File: src/rtl/pgm_ddram_reader_if.sv
// Fetch-port and Avalon-MM read-channel signals of the PGM graphics-ROM reader.
// The slave modport is the reader; the master modport is its environment (video engine plus DDR).
interface pgm_ddram_reader_if;
    logic        ddram_rd;
    logic [28:0] ddram_addr;
    logic [63:0] ddram_dout;
    logic        ddram_busy;
    logic        ddram_dout_ready;
    logic        ddr_rd;
    logic [28:0] ddr_addr;
    logic [7:0]  ddr_burstcnt;
    logic        ddr_busy;
    logic [63:0] ddr_dout;
    logic        ddr_dout_ready;

    modport slave (
        input  ddram_rd, ddram_addr, ddr_busy, ddr_dout, ddr_dout_ready,
        output ddram_dout, ddram_busy, ddram_dout_ready, ddr_rd, ddr_addr, ddr_burstcnt
    );

    modport master (
        output ddram_rd, ddram_addr, ddr_busy, ddr_dout, ddr_dout_ready,
        input  ddram_dout, ddram_busy, ddram_dout_ready, ddr_rd, ddr_addr, ddr_burstcnt
    );
endinterface

File: src/rtl/pgm_ddram_reader.sv
// Graphics-ROM read responder: PGM video fetch port onto the DDR3 Avalon-MM read channel.
// Define PGM_DDRAM_CACHE_EN for 4-word line-fill bursts with a one-line buffer; default is single-word reads.
module pgm_ddram_reader #(
    parameter logic [28:0] BASE_ADDR = 29'h0060_0000,
    parameter int unsigned TIMEOUT   = 1024
) (
    input  logic              clk,
    input  logic              reset,
    pgm_ddram_reader_if.slave bus,
    output logic              timeout_err
);
    localparam int unsigned   DATA_W   = 64;
    localparam int unsigned   TW       = $clog2(TIMEOUT + 1);
    localparam logic [TW-1:0] TMO_LAST = TW'(TIMEOUT - 1);
`ifdef PGM_DDRAM_CACHE_EN
    localparam logic [2:0]    BEATS    = 3'd4;
`else
    localparam logic [2:0]    BEATS    = 3'd1;
`endif

    typedef enum logic [1:0] {IDLE, CMD, DATA, RESP} state_t;

    state_t            state_q, state_d;
    logic              rd_q;
    logic [28:0]       ddr_addr_q, ddr_addr_d;
    logic [1:0]        tgt_q, tgt_d;
    logic [2:0]        beat_q, beat_d;
    logic [2:0]        drain_q, drain_d;
    logic [TW-1:0]     tmo_q, tmo_d;
    logic [DATA_W-1:0] dout_q, dout_d;
    logic              err_q, err_d;
    logic              rise;
    logic              beat;

    assign rise = bus.ddram_rd && !rd_q;
    assign beat = bus.ddr_dout_ready;

`ifdef PGM_DDRAM_CACHE_EN
    logic [DATA_W-1:0] line_q [4];
    logic [26:0]       tag_q, tag_d;
    logic              vld_q, vld_d;
    logic              hit;

    assign hit = vld_q && (tag_q == bus.ddram_addr[28:2]);
`endif

    always_comb begin
        state_d    = state_q;
        ddr_addr_d = ddr_addr_q;
        tgt_d      = tgt_q;
        beat_d     = beat_q;
        drain_d    = drain_q;
        tmo_d      = tmo_q;
        dout_d     = dout_q;
        err_d      = err_q;
`ifdef PGM_DDRAM_CACHE_EN
        tag_d      = tag_q;
        vld_d      = vld_q;
`endif
        // Late beats of an aborted burst can land in any state except DATA.
        if (drain_q != 3'd0 && beat && state_q != DATA) drain_d = drain_q - 3'd1;

        case (state_q)
            IDLE: begin
                if (rise) begin
`ifdef PGM_DDRAM_CACHE_EN
                    if (hit) begin
                        dout_d  = line_q[bus.ddram_addr[1:0]];
                        state_d = RESP;
                    end else begin
                        ddr_addr_d = BASE_ADDR + {bus.ddram_addr[28:2], 2'b00};
                        tgt_d      = bus.ddram_addr[1:0];
                        tag_d      = bus.ddram_addr[28:2];
                        vld_d      = 1'b0;
                        state_d    = CMD;
                    end
`else
                    ddr_addr_d = BASE_ADDR + bus.ddram_addr;
                    tgt_d      = 2'b00;
                    state_d    = CMD;
`endif
                end
            end
            CMD: begin
                beat_d = '0;
                tmo_d  = '0;
                if (drain_q == 3'd0 && !bus.ddr_busy) state_d = DATA;
            end
            DATA: begin
                if (tmo_q != TMO_LAST) tmo_d = tmo_q + TW'(1);
                // A beat in the timeout cycle takes priority over the abort.
                if (beat) begin
                    beat_d = beat_q + 3'd1;
                    if (beat_q[1:0] == tgt_q) dout_d = bus.ddr_dout;
                    if (beat_q == BEATS - 3'd1) begin
                        state_d = RESP;
`ifdef PGM_DDRAM_CACHE_EN
                        vld_d   = 1'b1;
`endif
                    end
                end else if (tmo_q == TMO_LAST) begin
                    state_d = RESP;
                    dout_d  = '0;
                    err_d   = 1'b1;
                    drain_d = BEATS - beat_q;
`ifdef PGM_DDRAM_CACHE_EN
                    vld_d   = 1'b0;
`endif
                end
            end
            RESP:    state_d = IDLE;
            default: state_d = IDLE;
        endcase
    end

    always_ff @(posedge clk) begin
        if (reset) begin
            state_q    <= IDLE;
            rd_q       <= 1'b0;
            ddr_addr_q <= '0;
            tgt_q      <= '0;
            beat_q     <= '0;
            drain_q    <= '0;
            tmo_q      <= '0;
            dout_q     <= '0;
            err_q      <= 1'b0;
`ifdef PGM_DDRAM_CACHE_EN
            vld_q      <= 1'b0;
`endif
        end else begin
            state_q    <= state_d;
            rd_q       <= bus.ddram_rd;
            ddr_addr_q <= ddr_addr_d;
            tgt_q      <= tgt_d;
            beat_q     <= beat_d;
            drain_q    <= drain_d;
            tmo_q      <= tmo_d;
            dout_q     <= dout_d;
            err_q      <= err_d;
`ifdef PGM_DDRAM_CACHE_EN
            vld_q      <= vld_d;
`endif
        end
    end

`ifdef PGM_DDRAM_CACHE_EN
    // Line contents and tag are qualified by vld_q, so they need no reset.
    always_ff @(posedge clk) begin
        if (state_q == DATA && beat) line_q[beat_q[1:0]] <= bus.ddr_dout;
        tag_q <= tag_d;
    end
`endif

    assign bus.ddram_dout       = dout_q;
    assign bus.ddram_busy       = (state_q == CMD) || (state_q == DATA);
    assign bus.ddram_dout_ready = (state_q == RESP);
    assign bus.ddr_rd           = (state_q == CMD) && (drain_q == 3'd0);
    assign bus.ddr_addr         = ddr_addr_q;
    assign bus.ddr_burstcnt     = {5'd0, BEATS};
    assign timeout_err          = err_q;
endmodule
File: src/flat_wrapper.sv
// flat-port wrapper written by rule: the top's interface ports become plain ports
module pgm_ddram_reader_flat 
#(
    parameter logic [28:0] BASE_ADDR = 29'h0060_0000,
    parameter int unsigned TIMEOUT   = 1024
)
  (clk, reset, timeout_err, bus_ddram_rd, bus_ddram_addr, bus_ddr_busy, bus_ddr_dout, bus_ddr_dout_ready, bus_ddram_dout, bus_ddram_busy, bus_ddram_dout_ready, bus_ddr_rd, bus_ddr_addr, bus_ddr_burstcnt);
  pgm_ddram_reader_if bus_i ();
  input  logic clk;
  input  logic reset;
  output logic timeout_err;
  input wire logic [$bits(bus_i.ddram_rd)-1:0] bus_ddram_rd;
  input wire logic [$bits(bus_i.ddram_addr)-1:0] bus_ddram_addr;
  input wire logic [$bits(bus_i.ddr_busy)-1:0] bus_ddr_busy;
  input wire logic [$bits(bus_i.ddr_dout)-1:0] bus_ddr_dout;
  input wire logic [$bits(bus_i.ddr_dout_ready)-1:0] bus_ddr_dout_ready;
  output wire logic [$bits(bus_i.ddram_dout)-1:0] bus_ddram_dout;
  output wire logic [$bits(bus_i.ddram_busy)-1:0] bus_ddram_busy;
  output wire logic [$bits(bus_i.ddram_dout_ready)-1:0] bus_ddram_dout_ready;
  output wire logic [$bits(bus_i.ddr_rd)-1:0] bus_ddr_rd;
  output wire logic [$bits(bus_i.ddr_addr)-1:0] bus_ddr_addr;
  output wire logic [$bits(bus_i.ddr_burstcnt)-1:0] bus_ddr_burstcnt;
  assign bus_i.ddram_rd = bus_ddram_rd;
  assign bus_i.ddram_addr = bus_ddram_addr;
  assign bus_i.ddr_busy = bus_ddr_busy;
  assign bus_i.ddr_dout = bus_ddr_dout;
  assign bus_i.ddr_dout_ready = bus_ddr_dout_ready;
  assign bus_ddram_dout = bus_i.ddram_dout;
  assign bus_ddram_busy = bus_i.ddram_busy;
  assign bus_ddram_dout_ready = bus_i.ddram_dout_ready;
  assign bus_ddr_rd = bus_i.ddr_rd;
  assign bus_ddr_addr = bus_i.ddr_addr;
  assign bus_ddr_burstcnt = bus_i.ddr_burstcnt;
  pgm_ddram_reader #(.BASE_ADDR(BASE_ADDR), .TIMEOUT(TIMEOUT)) u_core (.clk(clk), .reset(reset), .bus(bus_i), .timeout_err(timeout_err));
endmodule
File: config.mk
export PLATFORM = sky130hd
export DESIGN_NAME = pgm_ddram_reader_flat
export DESIGN_NICKNAME = d
export VERILOG_FILES = /design/src/rtl/pgm_ddram_reader_if.sv /design/src/rtl/pgm_ddram_reader.sv /design/src/flat_wrapper.sv
export SDC_FILE = /design/constraint.sdc
export NUM_CORES = 1
export LEC_CHECK = 0
export ABC_CLOCK_PERIOD_IN_PS = 3100
export CAP_MARGIN = 20
export CORE_ASPECT_RATIO = 0.8
export CORE_MARGIN = 5
export CORE_UTILIZATION = 28
export DETAILED_ROUTE_END_ITERATION = 12
export DONT_BUFFER_PORTS = 1
export PLACE_DENSITY = 0.41
export SLEW_MARGIN = 10
export SYNTH_ARGS = -nofsm -noshare
export SYNTH_HDL_FRONTEND = slang
export SYNTH_SLANG_ARGS = --single-unit
File: constraint.sdc
create_clock -name clk -period 3.1 [get_ports clk]
set_clock_uncertainty 0.05 [all_clocks]
set_input_delay 0.62 -clock clk [delete_from_list [all_inputs] [get_ports clk]]
set_output_delay 0.62 -clock clk [all_outputs]
set_load 0.05 [all_outputs]
* Word level (Yosys, flattened, before mapping)
Cells that the tools add are included.
Storage, ports and cells: flip-flop bits (word level) 114, latch bits 0, bits in writable memories 0, ROM bits 0, input port bits 98, word-level logic and storage cells 65, memories kept 0
Operators by class: add/subtract/negate cells 5, $mul 0, divide/modulo/power cells 0, magnitude comparators 0, equal/unequal tests 13, shift-type cells 0, multiplexer cells 17, bitwise logic cells 1, reductions and logical operators 21
Operators with widths (number):
- $mux W64 | 3
- $add A23 B29 Y29 const A | 1
- $pmux W11 S2 | 1
- $mux W3 | 5
- $add A11 B1 Y11 const B | 1
- $eq A11 B10 Y1 const B | 1
- $mux W11 | 1
- $ne A11 B10 Y1 const B | 1
- $mux W2 | 5
- $ne A2 B1 Y1 const B | 4
- $pmux W2 S4 | 1
- $logic_not A3 Y1 | 2
- $ne A3 B2 Y1 const B | 2
- $pmux W3 S2 | 1
- $reduce_and A2 Y1 | 3
- $reduce_and A3 Y1 | 2
- $logic_and A1 B1 Y1 | 5
- $eq A2 B2 Y1 const B | 2
- $logic_not A2 Y1 | 2
- $ne A2 B2 Y1 const B | 2
- $reduce_and A4 Y1 | 1
- $reduce_bool A2 Y1 | 2
- $add A3 B1 Y3 const B | 1
- $reduce_bool A3 Y1 | 1
- other kinds (6) | 7

* Depth between registers and ports, before layout
Gate-level depths: netlist (run 1).
word-level depth 7, mapped depth 8, gate-level depth less buffers 6

* Worst setup path before layout (run 1)
OpenSTA, ideal clock, no wires.
path type flip-flop to output port, start point reg u_core.drain_q[0], end point out bus_ddr_rd, data arrival time 1.291 ns, data required time 2.430 ns, slack 1.139 ns, cell stages (with the launch flop) 5, cell sequence dfxtp_1 > inv_1 > ha_1 > nand2b_1 > nor2_1
On the way: longest elaborated chain between the ends 2
Ends and longest elaborated chain:
- start: declaration | line pgm_ddram_reader.sv:28 | logic [2:0] drain_q, drain_d;
- start signal: assignment | line pgm_ddram_reader.sv:136 | drain_q <= drain_d;
- $logic_not A3 Y1 | line pgm_ddram_reader.sv:157 | assign bus.ddr_rd = (state_q == CMD) && (drain_q == 3'd0);
- $logic_and A1 B1 Y1 | line pgm_ddram_reader.sv:157
- end: declaration | line flat_wrapper.sv:20 | output wire logic [$bits(bus_i.ddr_rd)-1:0] bus_ddr_rd;
Every way passes these cells.

* Worst setup path in the final report (run 1)
start point reg u_core.state_q[1], end point out bus_ddram_busy
On the way: longest elaborated chain between the ends 2, elaborated cells on any way between the ends 3
Ends and longest elaborated chain:
- start: declaration | line pgm_ddram_reader.sv:23 | state_t state_q, state_d;
- start signal: assignment | line pgm_ddram_reader.sv:131 | state_q <= state_d;
- $eq A2 B1 Y1 / $eq A2 B2 Y1 (equally long branches) | line pgm_ddram_reader.sv:155 | assign bus.ddram_busy = (state_q == CMD) || (state_q == DATA);
- $logic_or A1 B1 Y1 * | line pgm_ddram_reader.sv:155
- end: declaration | line flat_wrapper.sv:18 | output wire logic [$bits(bus_i.ddram_busy)-1:0] bus_ddram_busy;
Mark *: on every way between the ends. The rest lies on a longest branch, timed or not.

==> summary.txt, run 1 <==
Hold path
  • Worst Hold Depth: 1
  • Hold Crit Start: reset
  • Hold WC Path Type: input port to flip-flop
  • Worst Hold Path EP: u_core.beat_q[2]

STA
  • Setup Viol. Count Final: 0
  • Post-route minimum period: 2.237 ns
  • F_max: 447.0 MHz
  • Final hold vios: 0
  • Worst slew margin: between 30% and 40%
  • Period utilization: approximately 72%
  • Final setup margin: around 0.86 ns
  • Fin. max-slew vios: 0
  • Slew @ Worst Pin: 0.9339 ns
  • Setup tns final: 0 ns
  • RSZ-0062 raised after global routing: false

Placed design
  • Post-placement cell count: around 630
  • Area after DPL: approximately 4500 um^2
  • Post-DP HPWL: about 7.8 mm
  • RePlAce Congestion: 0.7431
  • Number of port buffers: 0
  • Pre-CTS setup slack: about 0.9 ns

Setup path
  • Number of buffers and inverters on the critical path: 1
  • Worst-path cell chain: inv_1, ha_1
  • CP Class: flip-flop to output pin
  • Crit-path max cell delay: between 0.7 and 0.8 ns
  • Setup slack, reg-to-reg: approximately 0.89 ns
  • Slowest CP cell: ha_1
  • CP Launch Type: flip-flop
  • Crit end category: output pin
  • Critical path fanouts, max: 7
  • R2R cell count: 6
  • Crit path max-delay family: adder cells
  • WP data arrival: between 1.5 and 2 ns
  • Worst path required time: between 2 and 2.5 ns
  • R2R Path Start: u_core.state_q[0]
  • R2r endpoint: u_core.bus.ddram_dout[9]

Routing
  • Final antenna-violating net count: 0
  • Routed wire length: around 11 mm
  • Iter 0 DRT Violations: ~200
  • Via-to-Cell Ratio: ~4.8
  • DRC errors left: 0
  • Via count: 3,160
  • DRT Pass-1 Iters: 4
  • WL/cell: ~17 um

Clocking
  • CTS tree: built
  • H-tree levels: 4
  • Post-CTS Setup Bufs: 0
  • Worst skew pair latency: approximately 0.4 ns
  • Clk buf depth: 2
  • Clock-pin slew on the worst setup and hold paths: around 0.05 ns
  • CTS buffer count: 17
  • Count of hold-fix buffers inserted at cts: 0
  • Post-CTS Resized: 0
  • Clock Sinks: between 100 and 150
  • Clock root buffer: clkbuf_16

Floorplanning
  • Die area: around 18,000 um^2
  • Die Span X: 148.9 um
  • Placement Rows: 40
  • I/O Pins: between 200 and 250
  • Initial Util: between 20 and 30%
  • CORE AREA: approximately 15,000 um^2
  • Chip Height: 121.2 um

Logic synthesis
  • Post-synth EDFFs: 0
  • Sequential share of the synthesized area: between 50% and 60%
  • Synth Area per Inst: just under 10 um^2
  • Ys flop type: dfxtp_1
  • Async SR Flop Fraction: 0%
  • Biggest area consumer among synthesized cells: dfxtp_1
  • Syn Inst Count: 440
  • Yosys warning total: 0
  • Top cells by area, synth: dfxtp_1, a22o_1, nand2_1, a21oi_1, ha_1
  • Yosys cell types: 50
  • Mapped Area: about 4300 um^2
  • Synth Register Bits: about 110
  • Share of the synthesized area in the top cell type: 52.78%

Flow run
  • Max Cap Viol: 0

Finish
  • Post-route design area: between 5000 and 6000 um^2
  • Fillers: 1,539
  • Layout cells sized above 1: 10.31%
  • Non-filler instance count after layout: ~660
  • Area Growth Syn to Fin: 18.87%
  • Antenna Cells: 0
  • Nets: about 540

Pwr
  • PD cells: 1024 nW/um^2
  • Leakage: about 0.0019 uW
  • Max rail drop VDD: ~0.36 mV

Global route
  • Initial antenna violation count: 0
  • First-pass GRT wire length: 16.82 mm
  • Global Route Usage Sum: 11.77%
  • Vias in the first global route: 3,130
  • Largest net degree at the start of global routing: 65
  • GR Overflow Total: 0

Run status
  • Status: finished, final reports clean
==> metrics by stage <==
step | hold WS (ns) | power [uW] | util (%)
floorplan | 0.4210 | 2991 | -
global placement | 0.4418 | 3210 | 29.94
detailed placement | 0.4471 | 3210 | 29.94
CTS | 0.2251 | 5338 | 34.12
global route | 0.2308 | 5529 | 34.12
finish | 0.2610 | 5265 | 34.12
==> where the power goes <==
group / internal (uW) / switching (uW)
Sequential: 1650 / 653
Clock: 1430 / 660
Combinational: 307 / 560
==> Yosys cell counts (2+ instances only) <==
library cell    n
xnor2_1         3
conb_1          2
a21oi_1        32
dfxtp_1       114
buf_4           8
nand3b_1        3
nand4_1         3
nor3_1          3
o21ai_0         8
and3_1          2
buf_1           3
clkbuf_1       22
or2_2           3
nand4b_1        2
o41ai_1         2
o31ai_1         2
xor2_1          6
nand3_1         8
a31oi_1         3
buf_2           2
inv_1          13
nand2b_1        4
a211oi_1       10
ha_1           10
a21o_1          2
nor2_1         24
a22o_1         64
or3_1           5
nand2_1        54
or4_1           3
==> metal layers <==
metal  global-route usage [%]  share of wire, %  vias up
li1                         -                 -     1556
met1                    14.58                45     1473
met2                    16.84                43      121
met3                    6.908                11       10
met4                    4.231               1.2        0
met5                        0                 0        -
==> cell usage in the layout, fill, tap and decap left out, types with 2 or more instances in the layout <==
cell	netlist	final
nor3_1	3	3
buf_4	8	4
nand2_1	54	54
and3_1	2	2
nand4b_1	2	2
bufinv_16	0	5
ha_1	10	10
a211oi_1	10	10
dfxtp_1	114	114
xnor2_1	3	3
o21ai_0	8	8
nor2_1	24	24
nand3_1	8	8
nand2b_1	4	4
a21oi_1	32	32
conb_1	2	8
o41ai_1	2	2
or3_1	5	5
or4_1	3	3
a22o_1	64	64
clkinv_2	0	4
clkbuf_16	0	17
a21o_1	2	2
inv_1	13	13
nand3b_1	3	3
xor2_1	6	6
o31ai_1	2	2
a31oi_1	3	3
or2_2	3	3
nand4_1	3	3
==> registers in the layout, indices dropped and copies added (netlist names) <==
| register | flops |
|---|---|
| u_core.bus.ddr_addr | 29 |
| u_core.bus.ddram_dout | 64 |
| u_core.timeout_err | 1 |
| u_core.tmo_q | 11 |
| u_core.beat_q | 3 |
| u_core.drain_q | 3 |
| u_core.rd_q | 1 |
| u_core.state_q | 2 |
==> worst reg2reg max path, delay by kind of cell (launching register included) <==
kind / cells / cell delay, ns
adders and majority gates: 1 / 0.42
and+or+nand+nor: 1 / 0.50
AOI/OAI and AO/OA: 1 / 0.22
DFF: 1 / 0.33
buffers and inverters: 3 / 0.64
==> kinds of logic (layout without fill, tap and decap cells) <==
kind of cell               count (synthesis)  in the layout  synth area share, %
buffers and inverters                     48             48                4.919
adders and majority gates                 10             10                2.894
AOI/OAI and AO/OA                        132            132                22.86
muxes                                      1              1               0.2315
other                                      2              8               0.1737
xor gates and xnor gates                   9              9                1.823
and+or+nand+nor                          124            124                14.32
DFF                                      114            114                52.78
==> worst max-delay path by stage <==
stage	cells past startpoint	from	to	slack (ns)
CTS	2	u_core.state_q[1]	bus_ddram_busy	0.82
global route	6	u_core.state_q[0]	u_core.tmo_q[3]	0.59
floorplan	4	u_core.drain_q[0]	bus_ddr_rd	1.14
finish	2	u_core.state_q[1]	bus_ddram_busy	0.86
detailed placement	6	u_core.state_q[0]	u_core.tmo_q[3]	0.92
global placement	6	u_core.state_q[0]	u_core.tmo_q[3]	0.81
==> final cells by class <==
class	instances	area (um^2)	share of cell area, %
clock buffer	19	442.9	8.617
clock inverter	11	186.4	3.627
inverter	13	48.80	0.9494
multi-input combinational	284	1867	36.32
sequential	114	2282	44.40
tap	210	262.8	5.112
timing repair buffer	5	50.05	0.9737
No activity file was read; power rests on OpenSTA's default activity.
==> inputs of run 2 (changes only) <==
ABC_CLOCK_PERIOD_IN_PS = 2310   (was 3100)
clock period = 2.31 ns   (was 3.1 ns; I/O delays follow)
==> run 2 against run 1 <==
Effect of this change:
- largest power group unchanged
- non-clock buffer count is 5 higher
- routed wire length is 0.55% higher
- die area stayed put
- core utilization is 0.075 points lower
- combinational power is 38% higher
- via count is 3.1% higher
- highest routed layer unchanged
- sequential share of layout area is 0.097 points higher
==> summary.txt, run 2 (same netlist as run 1, synthesis figures left out) <==
Run status
  • Status: finished, final reports clean

Pwr
  • Max rail drop VDD: 0.3872 mV
  • Leakage: 0.001931 uW
  • PD cells: about 1300 nW/um^2

Global route
  • Global Route Usage Sum: 12.05%
  • Initial antenna violation count: 0
  • GR Overflow Total: 0
  • Vias in the first global route: between 3,000 and 4,000
  • Largest net degree at the start of global routing: 65
  • First-pass GRT wire length: 17.24 mm

Clocking
  • Clock root buffer: clkbuf_16
  • H-tree levels: 4
  • Post-CTS Setup Bufs: 0
  • Clock-pin slew on the worst setup and hold paths: roughly 0.050 ns
  • Clk buf depth: 2
  • Clock Sinks: about 110
  • CTS buffer count: 17
  • Worst skew pair latency: roughly 0.4 ns
  • CTS tree: built
  • Post-CTS Resized: 0
  • Count of hold-fix buffers inserted at cts: 0

Floorplanning
  • Placement Rows: 40
  • Die Span X: 148.9 um
  • Die area: roughly 18,000 um^2
  • Initial Util: 28.70%
  • CORE AREA: 15,060 um^2
  • I/O Pins: between 200 and 250
  • Chip Height: ~120 um

Finish
  • Area Growth Syn to Fin: 18.61%
  • Fillers: roughly 1,600
  • Reg area: roughly 2300 um^2
  • Leading cell type in the layout, fill and taps excluded: dfxtp_1
  • Nets: roughly 550
  • Most frequent cells in the layout: dfxtp_1, a22o_1, nand2_1
  • Layout cells sized above 1: around 11%
  • Max reg flops: 64
  • Multi-input logic area: around 1900 um^2
  • Post-route design area: 5129 um^2
  • Antenna Cells: 0

STA
  • Fin. max-slew vios: 0
  • RSZ-0062 raised after global routing: false
  • Final setup margin: approximately 0.16 ns
  • F_max: 464.2 MHz
  • Setup Viol. Count Final: 0
  • Period utilization: 93.26%
  • Post-route minimum period: 2.154 ns
  • Setup tns final: 0 ns
  • Worst slew margin: about three fifths
  • Slew @ Worst Pin: approximately 0.63 ns
  • Final hold vios: 0

Placed design
  • Post-DP HPWL: about 7.9 mm
  • Area after DPL: between 4000 and 5000 um^2
  • RePlAce Congestion: just over 0.7
  • Pre-CTS setup slack: slightly below 0.2 ns
  • Number of port buffers: 0

Routing
  • Routed wire length: around 11 mm
  • WL/cell: about 17 um
  • Wire length on met2: just under 5 mm
  • DR top layer: met4
  • WL met3: 1.346 mm
  • Final antenna-violating net count: 0
  • Via count: between 3,000 and 4,000
  • Iter 0 DRT Violations: around 170
  • DRC errors left: 0
  • DRT Pass-1 Iters: 5
  • Via-to-Cell Ratio: ~4.9
  • WL met1: between 4 and 5 mm

Setup path
  • Crit end category: flip-flop
  • CP Launch Type: flip-flop
  • CP Class: flip-flop to flip-flop
  • Critical path fanouts, max: 48
  • WP data arrival: roughly 2.4 ns
  • Worst path required time: 2.55 ns

Hold path
  • Hold WC Path Type: input port to flip-flop

Flow run
  • Max Cap Viol: 0
==> run 2: cell types whose count changed in the layout (fill, tap and decap cells not counted) <==
cell / delta
bufinv_16: -3
clkinvlp_4: +2
buf_4: +4
clkbuf_8: +1
buf_12: +1
==> run 2: per-stage QoR <==
stage / power (uW) / utilization (%) / instances / hold WS [ns]
after floorplan: 4014 / - / 446 / 0.4210
after global placement: 4333 / 30.27 / 631 / 0.4494
after detailed placement: 4345 / 30.27 / 631 / 0.4464
after CTS: 6905 / 34.04 / 661 / 0.05830
after global routing: 7162 / 34.04 / 661 / 0.05514
final: 6799 / 34.04 / 661 / 0.08432
==> run 2: final timing paths <==
path                          from                        end  slack (ns)  cells after the start
hold / removal               reset           u_core.beat_q[2]        0.08                      1
setup / recovery   u_core.tmo_q[0]  u_core.bus.ddram_dout[20]        0.16                      6
setup reg to reg   u_core.tmo_q[0]  u_core.bus.ddram_dout[20]        0.16                      6
hold reg to reg   u_core.beat_q[1]           u_core.beat_q[1]        0.45                      2
==> run 2: worst max-delay path, stage by stage, from the launching register on <==
cell and delay [ns]:
dfxtp_1 0.39, ha_1 0.21, nand2b_1 0.16, o41ai_2 0.53
a21oi_4 0.23, buf_12 0.24, a22o_1 0.20
==> run 2: report_power, final <==
part	internal, uW	switching, uW
Combinational	444	755
Clock	1620	887
Sequential	2220	874
==> run 2: area by class of cell <==
type | count | share of cell area (%)
sequential | 114 | 44.50
multi-input combinational | 284 | 36.40
timing repair buffer | 10 | 1.952
inverter | 13 | 0.9515
clock inverter | 10 | 2.171
clock buffer | 20 | 8.905
tap | 210 | 5.123
==> run 2: per-layer routing <==
layer / up-vias / GRT usage, %
met5: - / 0
met4: 0 / 4.746
met3: 13 / 7.431
met2: 155 / 17.18
met1: 1518 / 14.62
li1: 1573 / -
==> inputs of run 3 (changes only) <==
SETUP_SLACK_MARGIN = 0.02   (was not set)
==> run 3 against run 2 <==
Effect of this change:
- clock power about the same
- final cell count unchanged
- fmax rose by 3.2%
- sequential share of layout area shrank 0.097 points
- worst setup slack improved by 0.066 ns
- die area unchanged
- critical endpoint unchanged
- final area rose by 0.22%
- worst hold slack improved by 0.0056 ns
- power is essentially flat
- critical path type unchanged
- sequential power about the same
- clock-buffer cell count is the same
==> summary.txt, run 3 (same netlist as run 1, synthesis figures left out) <==
Run status
  • Status: finished, final reports clean

Global route
  • Vias in the first global route: roughly 3,300
  • Largest net degree at the start of global routing: 65
  • GR Overflow Total: 0
  • Global Route Usage Sum: around an eighth
  • First-pass GRT wire length: approximately 17 mm
  • Initial antenna violation count: 0

STA
  • RSZ-0062 raised after global routing: false
  • Fin. max-slew vios: 0
  • Slew @ Worst Pin: roughly 0.63 ns
  • Final hold vios: 0
  • Final hold slack: 0.08996 ns
  • Post-route minimum period: 2.088 ns
  • Worst slew margin: between 50% and 60%
  • Period utilization: around 90%
  • Setup Viol. Count Final: 0
  • F_max: about 480 MHz
  • Setup tns final: 0 ns

Finish
  • Post-Route Utilization: 34.12%
  • Area Growth Syn to Fin: 18.87%
  • Leading cell type in the layout, fill and taps excluded: dfxtp_1
  • Post-route design area: approximately 5100 um^2
  • Nets: approximately 550
  • Antenna Cells: 0
  • Max reg flops: 64
  • Layout cells sized above 1: 11.31%
  • Most frequent cells in the layout: dfxtp_1, a22o_1, nand2_1

Routing
  • WL/cell: around 17 um
  • DRC errors left: 0
  • Iter 0 DRT Violations: between 150 and 200
  • Final antenna-violating net count: 0
  • Routed wire length: between 10 and 15 mm
  • DRT Pass-1 Iters: 4
  • Via-to-Cell Ratio: ~4.9
  • Via count: 3,241

Setup path
  • Critical path fanouts, max: between 40 and 50
  • CP Class: flip-flop to flip-flop
  • CP Launch Type: flip-flop
  • Crit end category: flip-flop
  • Worst path required time: about 2.6 ns
  • WP data arrival: 2.33 ns

Floorplanning
  • Initial Util: 28.70%
  • Die Span X: about 150 um
  • Chip Height: between 100 and 150 um
  • Placement Rows: 40
  • I/O Pins: a little over 200
  • Die area: roughly 18,000 um^2
  • CORE AREA: 15,060 um^2

Pwr
  • Sequential share of power: roughly 46%
  • Max rail drop VDD: between 0.3 and 0.4 mV
  • Clk pwr share: 36.8%
  • Comb power frac: about 18%
  • Cell-internal power: 4285 uW
  • Leakage: roughly 0.0019 uW
  • Switching share of power: between 30 and 40%
  • Psw: between 2000 and 3000 uW
  • PD cells: about 1300 nW/um^2

Clocking
  • Worst skew pair latency: about 0.4 ns
  • H-tree levels: 4
  • Clock Sinks: approximately 110
  • CTS buffer count: 17
  • Clock-pin slew on the worst setup and hold paths: ~0.050 ns
  • Post-CTS Setup Bufs: 0
  • Clock root buffer: clkbuf_16
  • Clk buf depth: 2
  • CTS tree: built

Hold path
  • Hold WC Path Type: input port to flip-flop

Placed design
  • RePlAce Congestion: just over 0.7
  • Post-DP HPWL: 7.908 mm
  • Area after DPL: around 4600 um^2
  • Number of port buffers: 0

Flow run
  • Max Cap Viol: 0
run 3: cell counts in the layout (fill, tap and decap cells not counted):
Identical to the previous run, type by type.
run 3: what timing repair did:
| item | CTS | global route |
|---|---|---|
| hold buffers | 0 | 0 |
| endpoints found under the setup margin | 0 | 2 |
| resized for setup | 0 | 1 |
run 3: power groups by stage:
stage	Clock, uW	Sequential, uW	Combinational (uW)
4_1_cts	2590	3100	1220
3_5_place_dp	0	3130	1210
5_1_grt	2690	3120	1350
6_report	2500	3090	1210
2_1_floorplan	0	3070	943
3_3_place_gp	0	3140	1190
run 3: critical path, stage by stage, from the launching register on:
cell and delay (ns):
dfxtp_1 0.39, ha_1 0.21, nand2b_1 0.18, o41ai_4 0.47
a21oi_4 0.21, buf_12 0.23, a22o_1 0.21
run 3: layout make-up:
type	count	area [um^2]
fill	1550	9925
sequential	114	2282
multi-input combinational	284	1878
clock buffer	20	456.7
tap	210	262.8
clock inverter	10	111.4
timing repair buffer	10	100.1
inverter	13	48.80
run 3: path summary, 6_finish.rpt:
path	to	slack, ns	startpoint	cells after the start
setup / recovery	u_core.bus.ddram_dout[20]	0.22	u_core.tmo_q[0]	6
hold / removal	u_core.beat_q[2]	0.09	reset	1
setup reg to reg	u_core.bus.ddram_dout[20]	0.22	u_core.tmo_q[0]	6
hold reg to reg	u_core.beat_q[1]	0.45	u_core.beat_q[1]	2
run 3: layer usage:
| layer | share of wire (%) | vias to the layer above | global-route usage, % | routed length [um] |
|---|---|---|---|---|
| met5 | 0 | - | 0 | 0 |
| met4 | 1.2 | 0 | 4.746 | 139 |
| met3 | 11 | 9 | 7.431 | 1194 |
| met2 | 44 | 134 | 17.18 | 4990 |
| met1 | 44 | 1523 | 14.62 | 4905 |
| li1 | - | 1575 | - | - |
run 3: stage by stage:
step / cells / total power (uW) / setup WS (ns)
after floorplan: 446 / 4014 / 0.5065
after global placement: 631 / 4333 / 0.1977
after detailed placement: 631 / 4345 / 0.1940
after CTS: 661 / 6905 / 0.1548
after global routing: 661 / 7164 / 0.1040
final: 661 / 6799 / 0.2219
